[src/rtl/sd_image_loader_if.sv]
// SD file-reader stream and framebuffer write bus.
// The loader is the master; the reader/framebuffer side is the slave.
interface sd_image_loader_if #(
  parameter int ADDR_W = 19
);
  logic              file_found;
  logic [2:0]        fatstate;
  logic              outreq;
  logic [7:0]        outbyte;
  logic              sd_rst_n;
  logic              fb_we;
  logic [ADDR_W-1:0] fb_addr;
  logic [23:0]       fb_wdata;

  modport master (
    input  file_found,
    input  fatstate,
    input  outreq,
    input  outbyte,
    output sd_rst_n,
    output fb_we,
    output fb_addr,
    output fb_wdata
  );

  modport slave (
    output file_found,
    output fatstate,
    output outreq,
    output outbyte,
    input  sd_rst_n,
    input  fb_we,
    input  fb_addr,
    input  fb_wdata
  );
endinterface

[src/rtl/sd_image_loader.sv]
// Resets the SD file reader, skips the file header and packs
// the byte stream into 24-bit pixels written to the framebuffer.
module sd_image_loader #(
  parameter int IMG_W          = 640,
  parameter int IMG_H          = 480,
  parameter int HDR_BYTES      = 54,
  parameter int ADDR_W         = 19,
  parameter int SD_RST_CYCLES  = 1024,
  parameter int TIMEOUT_CYCLES = 50_000_000
) (
  input  logic clk,
  input  logic rst_n,
  input  logic start,
  sd_image_loader_if.master bus,
  output logic busy,
  output logic done,
  output logic error
);

  localparam int NPIX = IMG_W * IMG_H;
  localparam int RW   = $clog2(SD_RST_CYCLES + 1);
  localparam int TW   = $clog2(TIMEOUT_CYCLES + 1);
  localparam int HW   = $clog2(HDR_BYTES + 2);

  localparam logic [RW-1:0] RST_LAST =
    RW'(SD_RST_CYCLES - 1);
  localparam logic [TW-1:0] TMO_LAST =
    TW'(TIMEOUT_CYCLES - 1);
  localparam logic [HW-1:0] HDR_LAST =
    HW'((HDR_BYTES > 0) ? HDR_BYTES - 1 : 0);
  localparam logic [ADDR_W-1:0] PIX_LAST =
    ADDR_W'(NPIX - 1);

  typedef enum logic [2:0] {
    S_IDLE,
    S_SD_RST,
    S_WAIT,
    S_SKIP,
    S_LOAD,
    S_DONE,
    S_ERROR
  } state_t;

  state_t            state;
  logic [RW-1:0]     rst_cnt;
  logic [TW-1:0]     tmo;
  logic [HW-1:0]     hdr_cnt;
  logic [1:0]        phase;
  logic [7:0]        r_byte;
  logic [7:0]        g_byte;
  logic [ADDR_W-1:0] pix;

  logic go;
  logic last_pix;
  logic tmo_hit;
  logic fat_end;
  logic fail;

  always_comb begin
    go       = 1'b0;
    last_pix = 1'b0;
    tmo_hit  = 1'b0;
    fat_end  = 1'b0;
    fail     = 1'b0;
    go = start && !busy &&
         (state inside {S_IDLE, S_DONE, S_ERROR});
    last_pix = bus.outreq && (phase == 2'd2) &&
               (pix == PIX_LAST);
    tmo_hit = !bus.outreq && (tmo == TMO_LAST);
    fat_end = (bus.fatstate == 3'd6);
    // Completing the last pixel beats any same-cycle failure.
    unique case (state)
      S_WAIT: fail = !bus.file_found && tmo_hit;
      S_SKIP: fail = fat_end || tmo_hit;
      S_LOAD: fail = !last_pix && (fat_end || tmo_hit);
      default: fail = 1'b0;
    endcase
  end

  always_ff @(posedge clk or negedge rst_n) begin
    if (!rst_n) begin
      state        <= S_IDLE;
      rst_cnt      <= '0;
      tmo          <= '0;
      hdr_cnt      <= '0;
      phase        <= '0;
      r_byte       <= '0;
      g_byte       <= '0;
      pix          <= '0;
      bus.sd_rst_n <= 1'b0;
      bus.fb_we    <= 1'b0;
      bus.fb_addr  <= '0;
      bus.fb_wdata <= '0;
      busy         <= 1'b0;
      done         <= 1'b0;
      error        <= 1'b0;
    end else begin
      bus.fb_we <= 1'b0;
      if (go) begin
        state        <= S_SD_RST;
        rst_cnt      <= '0;
        pix          <= '0;
        bus.fb_addr  <= '0;
        bus.sd_rst_n <= 1'b0;
        busy         <= 1'b1;
        done         <= 1'b0;
        error        <= 1'b0;
      end else if (fail) begin
        state        <= S_ERROR;
        bus.sd_rst_n <= 1'b0;
        busy         <= 1'b0;
        error        <= 1'b1;
      end else begin
        unique case (state)
          S_IDLE: bus.sd_rst_n <= 1'b0;
          S_SD_RST: begin
            if (rst_cnt == RST_LAST) begin
              state        <= S_WAIT;
              tmo          <= '0;
              bus.sd_rst_n <= 1'b1;
            end else begin
              rst_cnt <= rst_cnt + 1'b1;
            end
          end
          S_WAIT: begin
            if (bus.file_found) begin
              state   <= (HDR_BYTES == 0) ? S_LOAD : S_SKIP;
              tmo     <= '0;
              hdr_cnt <= '0;
              phase   <= '0;
            end else if (bus.outreq) begin
              tmo <= '0;
            end else begin
              tmo <= tmo + 1'b1;
            end
          end
          S_SKIP: begin
            if (bus.outreq) begin
              tmo <= '0;
              if (hdr_cnt == HDR_LAST) begin
                state <= S_LOAD;
                phase <= '0;
              end else begin
                hdr_cnt <= hdr_cnt + 1'b1;
              end
            end else begin
              tmo <= tmo + 1'b1;
            end
          end
          S_LOAD: begin
            if (bus.outreq) begin
              tmo <= '0;
              unique case (phase)
                2'd0: begin
                  r_byte <= bus.outbyte;
                  phase  <= 2'd1;
                end
                2'd1: begin
                  g_byte <= bus.outbyte;
                  phase  <= 2'd2;
                end
                default: begin
                  bus.fb_we    <= 1'b1;
                  bus.fb_addr  <= pix;
                  bus.fb_wdata <= {r_byte, g_byte, bus.outbyte};
                  pix          <= pix + 1'b1;
                  phase        <= 2'd0;
                  if (last_pix) state <= S_DONE;
                end
              endcase
            end else begin
              tmo <= tmo + 1'b1;
            end
          end
          S_DONE: begin
            busy <= 1'b0;
            done <= 1'b1;
          end
          S_ERROR: bus.sd_rst_n <= 1'b0;
          default: state <= S_IDLE;
        endcase
      end
    end
  end

endmodule

[src/flat_wrapper.sv]
// flat-port wrapper written by rule: the top's interface ports become plain ports
module sd_image_loader_flat 
#(
  parameter int IMG_W          = 640,
  parameter int IMG_H          = 480,
  parameter int HDR_BYTES      = 54,
  parameter int ADDR_W         = 19,
  parameter int SD_RST_CYCLES  = 1024,
  parameter int TIMEOUT_CYCLES = 50_000_000
)
  (clk, rst_n, start, busy, done, error, bus_file_found, bus_fatstate, bus_outreq, bus_outbyte, bus_sd_rst_n, bus_fb_we, bus_fb_addr, bus_fb_wdata);
  sd_image_loader_if #(.ADDR_W(ADDR_W)) bus_i ();
  input  logic clk;
  input  logic rst_n;
  input  logic start;
  output logic busy;
  output logic done;
  output logic error;
  input wire logic [$bits(bus_i.file_found)-1:0] bus_file_found;
  input wire logic [$bits(bus_i.fatstate)-1:0] bus_fatstate;
  input wire logic [$bits(bus_i.outreq)-1:0] bus_outreq;
  input wire logic [$bits(bus_i.outbyte)-1:0] bus_outbyte;
  output wire logic [$bits(bus_i.sd_rst_n)-1:0] bus_sd_rst_n;
  output wire logic [$bits(bus_i.fb_we)-1:0] bus_fb_we;
  output wire logic [$bits(bus_i.fb_addr)-1:0] bus_fb_addr;
  output wire logic [$bits(bus_i.fb_wdata)-1:0] bus_fb_wdata;
  assign bus_i.file_found = bus_file_found;
  assign bus_i.fatstate = bus_fatstate;
  assign bus_i.outreq = bus_outreq;
  assign bus_i.outbyte = bus_outbyte;
  assign bus_sd_rst_n = bus_i.sd_rst_n;
  assign bus_fb_we = bus_i.fb_we;
  assign bus_fb_addr = bus_i.fb_addr;
  assign bus_fb_wdata = bus_i.fb_wdata;
  sd_image_loader #(.IMG_W(IMG_W), .IMG_H(IMG_H), .HDR_BYTES(HDR_BYTES), .ADDR_W(ADDR_W), .SD_RST_CYCLES(SD_RST_CYCLES), .TIMEOUT_CYCLES(TIMEOUT_CYCLES)) u_core (.clk(clk), .rst_n(rst_n), .start(start), .bus(bus_i), .busy(busy), .done(done), .error(error));
endmodule
[config.mk]
export PLATFORM = sky130hd
export DESIGN_NAME = sd_image_loader_flat
export DESIGN_NICKNAME = d
export VERILOG_FILES = /design/src/rtl/sd_image_loader_if.sv /design/src/rtl/sd_image_loader.sv /design/src/flat_wrapper.sv
export SDC_FILE = /design/constraint.sdc
export NUM_CORES = 1
export LEC_CHECK = 0
export CAP_MARGIN = 15
export CORE_UTILIZATION = 60
export DETAILED_ROUTE_END_ITERATION = 12
export MAX_ROUTING_LAYER = met4
export PLACE_DENSITY = 0.84
export SYNTH_ARGS = -nofsm -noshare
export SYNTH_HDL_FRONTEND = slang
export SYNTH_SLANG_ARGS = --single-unit
[constraint.sdc]
create_clock -name clk -period 5.4 [get_ports clk]
set_input_delay 0.81 -clock clk [delete_from_list [all_inputs] [get_ports clk]]
set_output_delay 0.81 -clock clk [all_outputs]
set_load 0.02 [all_outputs]
; After elaboration in Yosys (flattened, before gate mapping)
; Index checks and enable logic that the tools add are counted.
; W data, S select, Z words.
[word_totals]
reg_bits = 131
input_bits = 16
word_cells = 148
[op_classes]
n_reduce_logical = 40
n_bitwise = 3
eq_ne = 30
n_mux = 56
addsub = 4
[op_table]
columns = op, count
row1 = $mux W19, 10
row2 = $mux W26, 3
row3 = $pmux W26 S3, 1
row4 = $mux W11, 4
row5 = $mux W3, 9
row6 = $add A26 B1 Y26 const B, 1
row7 = $eq A26 B26 Y1 const B, 1
row8 = $add A19 B1 Y19 const B, 1
row9 = $eq A19 B19 Y1 const B, 1
row10 = $mux W6, 3
row11 = $mux W1, 16
row12 = $ne A4 B2 Y1 const B, 4
row13 = $pmux W3 S5, 1
row14 = $reduce_and A5 Y1, 3
row15 = $eq A3 B3 Y1 const B, 4
row16 = $ne A4 B1 Y1 const B, 3
row17 = $pmux W6 S2, 1
row18 = $reduce_bool A2 Y1, 6
row19 = $reduce_bool A3 Y1, 4
row20 = $add A11 B1 Y11 const B, 1
row21 = $eq A11 B10 Y1 const B, 1
row22 = $ne A2 B1 Y1 const B, 5
row23 = $mux W2, 4
row24 = $ne A2 B2 Y1 const B, 4
row25 = other kinds (26), 42

; Logic depth before layout (Yosys ltp)
[depth]
ltp_word = 9
mapped_depth = 10
depth_no_buf = 7

; Least setup slack after synthesis
; Ideal clock, no wire load.
[synth_path]
kind = input-to-reg
from = input port bus_outreq
to = register u_core.r_byte[0]
slack_ps = 2568
path_stages = 7
arrival_time_ps = 2707
cell_sequence = clkbuf_1 or4bb_1 nor4_1 and2_1 o22ai_2 nand3_1 mux2_2
[synth_between]
elab_chain_cells = 7
[synth_rtl]
columns = element, line
row1 = start: declaration, flat_wrapper.sv:21  ; input wire logic [$bits(bus_i.outreq)-1:0] bus_outreq;
row2 = $logic_and A1 B1 Y1 or $logic_not A1 Y1 (tied branches), "sd_image_loader.sv:67, sd_image_loader.sv:69"
row3 = $logic_and A1 B1 Y1 (on tied branches), "sd_image_loader.sv:67, sd_image_loader.sv:69"
row4 = $logic_not A1 Y1 or $logic_or A1 B1 Y1 (tied branches), "sd_image_loader.sv:75, sd_image_loader.sv:74"
row5 = $logic_and A1 B1 Y1, sd_image_loader.sv:75  ; S_LOAD: fail = !last_pix && (fat_end || tmo_hit);
row6 = $pmux W1 S3, sd_image_loader.sv:72  ; unique case (state)
row7 = $not A1 Y1 (no line), -
row8 = $reduce_and A5 Y1 (no line) *, -
row9 = end signal: assignment, sd_image_loader.sv:155  ; r_byte <= bus.outbyte;
row10 = end: declaration, sd_image_loader.sv:49  ; logic [7:0] r_byte;
; Every way passes the cells marked *; elsewhere a longest branch is shown, timed or not.
; A chain may end at the register's enable or synchronous reset.

; Worst setup path in the final report
[layout_path]
from = register u_core.state[0]
to = register u_core.r_byte[4]
[layout_between]
elab_chain_cells = 5
[layout_rtl]
columns = element, line
row1 = start: declaration, sd_image_loader.sv:44  ; state_t state;
row2 = start signal: assignment, sd_image_loader.sv:127  ; state <= (HDR_BYTES == 0) ? S_LOAD : S_SKIP;
row3 = $eq A3 B3 Y1 or $logic_not A3 Y1 (tied branches), sd_image_loader.sv:66  ; (state inside {S_IDLE, S_DONE, S_ERROR});
row4 = $reduce_bool A3 Y1, sd_image_loader.sv:66
row5 = $logic_and A1 B1 Y1, sd_image_loader.sv:65  ; go = start && !busy &&
row6 = $not A1 Y1 (no line), -
row7 = $reduce_and A5 Y1 (no line) *, -
; Marks and branches as above.

==> results.py <==
metrics = {
    "status": {
        "status": "completed",
    },
    "sta": {
        "period_minus_slack_ps": 3820,
        "skew_ps": 8.60,
        "rsz0062_at_grt": "no",
        "setup_viol": 0,
        "period_share_pct": 70.8,
        "maxSlewHeadroom_pct": 32.5,
        "max_freq_mhz": 262,
        "drv_slew": 0,
        "setup-tns-final_ps": 0,
        "hold_viol": 0,
        "worst_pin_slew_ps": 1010,
    },
    "logic_synthesis": {
        "post_synth_num_cell_types": 61,
        "async_reset_ff_share_pct": 100,
        "synth_area_leaders": "dfrtp_1 53%, mux2_2 7.6%, o21ai_0 4.5%",
        "synth_nets": 608,
        "yosysMostFrequentCell": "dfrtp_1",
        "ys.flop_type": "dfrtp_1",
        "syn_area_mm2": 0.00619,
        "yosys.area.top_type": "dfrtp_1",
        "synth_edf_count": 0,
        "synth.avg_cell_area_um2": 10.6,
        "synth_top_area_share_pct": 52.9,
        "netlist_instances": 587,
        "yosysSeqAreaShare_pct": 52.9,
        "synth_common_cells": "131 x dfrtp_1, 56 x o21ai_0, 45 x nor2_1",
        "yosysWarnings": 0,
        "yosys_register_bits": 131,
    },
    "finish": {
        "multi_input_area_mm2": 0.00278,
        "antenna_cells": 0,
        "nNetsFinal": 669,
        "area_delta_synth_final_pct": 21.6,
        "final_cell_area_mm2": 0.00753,
        "seq_area_mm2": 0.00328,
        "fill_cells": 641,
        "drive_above_1_share_pct": 13.6,
    },
    "grt": {
        "grt_overflow": 0,
        "grt_pass1_vias": 5116,
        "grt_pass1_wl_um": 25300,
        "grt_max_degree": 82,
        "grt_usage_pct": 30.9,
        "antenna_found_initial": 0,
    },
    "pwr": {
        "ir_worst_vdd_mv": 0.250,
        "power_density_mw_per_mm2": 291,
        "p_leak_nw": 3.31,
    },
    "clock_tree": {
        "cts_sinks": 131,
        "clk_latency_ps": 530,
        "cts_made_buffers": 17,
        "postCtsSetupBuffers": 0,
        "htree_levels": 4,
        "holdBufCountCts": 0,
        "clkTransAtPathRegs_ps": 60,
        "tritoncts": "done",
        "cts.repair.resized": 0,
        "clock-root-buffer": "clkbuf_8",
        "cts_buffer_depth": 2,
    },
    "route": {
        "ant_nets": 0,
        "drt_wl_total_um": 15000,
        "post_drt_wl_per_cell_um": 18.8,
        "dr.pass1.iters": 5,
        "dr_total_vias": 5053,
        "drt_iter0_drc": 371,
        "viasPerCell": 6.36,
        "drc": 0,
    },
    "critical_path": {
        "cp_slowest_cell": "nor3b_1",
        "criticalPathCategory": "reg -> reg",
        "crit_chain": "nor3b_1 > o2111ai_1 > a41oi_2 > o22ai_2 > buf_4 > nand3_1 > mux2_2",
        "cp-end-kind": "flip-flop",
        "cp.required_ps": 5810,
        "path_max_fanout": 19,
        "crit_arrival_ps": 4230,
        "slowest_delay_ps": 870,
        "startpoint_type": "flip-flop",
    },
    "die": {
        "pin_count": 64,
        "die_area_mm2": 0.0107,
        "initial_core_util_pct": 62.5,
        "num_rows": 36,
        "die_w_um": 104,
        "design.core.area_mm2": 0.00991,
        "die_height_um": 104,
    },
    "placement": {
        "place_area_mm2": 0.00694,
        "dp_hpwl_um": 9240,
        "gp_congestion": 0.875,
        "io_buffers": 63,
    },
    "job": {
        "cap_violations": 0,
    },
    "min_path": {
        "hp-class": "in -> async",
    },
}
[worst max-delay path: cells and delay by family, from the launching register on]
family	cells	cell delay, ps
flip-flops	1	580
AND/OR/NAND/NOR	2	1280
buffers and inverters	1	250
multiplexers	1	410
AO/OA/AOI/OAI	3	1170
[cells in the final DEF (no fill, tap or decap), drive strengths merged, types with 3 or more instances in the layout]
cell type and instances:
o41ai 4, nor4 13, clkinv 8, and2 7, dfrtp 131, a31oi 7
or4 4, nor3 8, nand4b 3, ha 5, o21ai 57, nand3 30
and3 10, and4 4, clkdlybuf4s50 62, clkbuf 19, nand4 12, nor2b 5
bufinv 3, o31ai 23, nor2 45, mux2 42, nor3b 3, inv 10
nand2b 3, or3 4, xnor2 9, a22o 21, a21oi 18, nand2 44
buf 8
[registers in the layout (all words and copies together), names as in the netlist]
| register | flops |
|---|---|
| u_core.state | 3 |
| u_core.bus.fb_we | 1 |
| u_core.g_byte | 8 |
| u_core.r_byte | 8 |
| u_core.busy | 1 |
| u_core.bus.sd_rst_n | 1 |
| u_core.bus.fb_wdata | 24 |
| u_core.phase | 2 |
| u_core.hdr_cnt | 6 |
| u_core.bus.fb_addr | 19 |
| u_core.done | 1 |
| u_core.pix | 19 |
| u_core.rst_cnt | 11 |
| u_core.tmo | 26 |
| u_core.error | 1 |
[final cells by class]
| class | instances | share of cell area (%) |
|---|---|---|
| Sequential cell | 131 | 43.5 |
| Timing Repair Buffer | 70 | 9.04 |
| Tap cell | 133 | 2.21 |
| Inverter | 10 | 0.498 |
| Multi-Input combinational cell | 418 | 36.9 |
| Clock buffer | 19 | 5.73 |
| Clock inverter | 13 | 2.13 |
[per-stage QoR]
step | utilization [%] | cells | setup slack, ps | hold WS, ps | power (mW)
after floorplan | - | 587 | 2570 | 437 | 1.03
after global placement | 70.0 | 762 | 1670 | 468 | 1.06
after detailed placement | 70.0 | 762 | 1510 | 485 | 1.07
after CTS | 76.0 | 794 | 1690 | 411 | 2.21
after global routing | 76.0 | 794 | 1460 | 447 | 2.26
final | 76.0 | 794 | 1580 | 396 | 2.19
[layer usage]
metal	GRT usage, %	vias up	routed length, um
met3	6.36	27	739
met2	50.9	176	7720
li1	-	2319	-
met1	38.0	2531	6250
met5	-	-	0
met4	10.9	0	256
[report_power, final]
| part | leakage, nW | switching [mW] | total, mW | internal, mW |
|---|---|---|---|---|
| clock | 0.288 | 0.432 | 1.15 | 0.714 |
| combinational | 1.28 | 0.0302 | 0.0480 | 0.0178 |
| sequential | 1.74 | 0.0106 | 1.00 | 0.990 |
[logic make-up after synthesis]
family	after synthesis	share of synthesized area [%]
AND/OR/NAND/NOR	204	17.4
AO/OA/AOI/OAI	154	16.7
flip-flops	131	52.9
multiplexers	44	7.96
buffers and inverters	38	2.46
XOR/XNOR	11	1.56
adder cells (fa/ha/maj)	5	1.01
[final timing paths]
path	startpoint	end	slack, ps	depth (start not counted)
min in group clk	u_core.bus.fb_addr[11]	u_core.bus.fb_addr[11]	500	1
worst max-delay path	u_core.state[0]	u_core.r_byte[4]	1580	7
worst min-delay path	rst_n	u_core.rst_cnt[9]	400	2
max in group asynchronous	rst_n	u_core.pix[17]	4200	2
worst min register to register	u_core.bus.fb_addr[11]	u_core.bus.fb_addr[11]	500	1
worst max register to register	u_core.state[0]	u_core.r_byte[4]	1580	7
(Power assumes the default switching activity.)
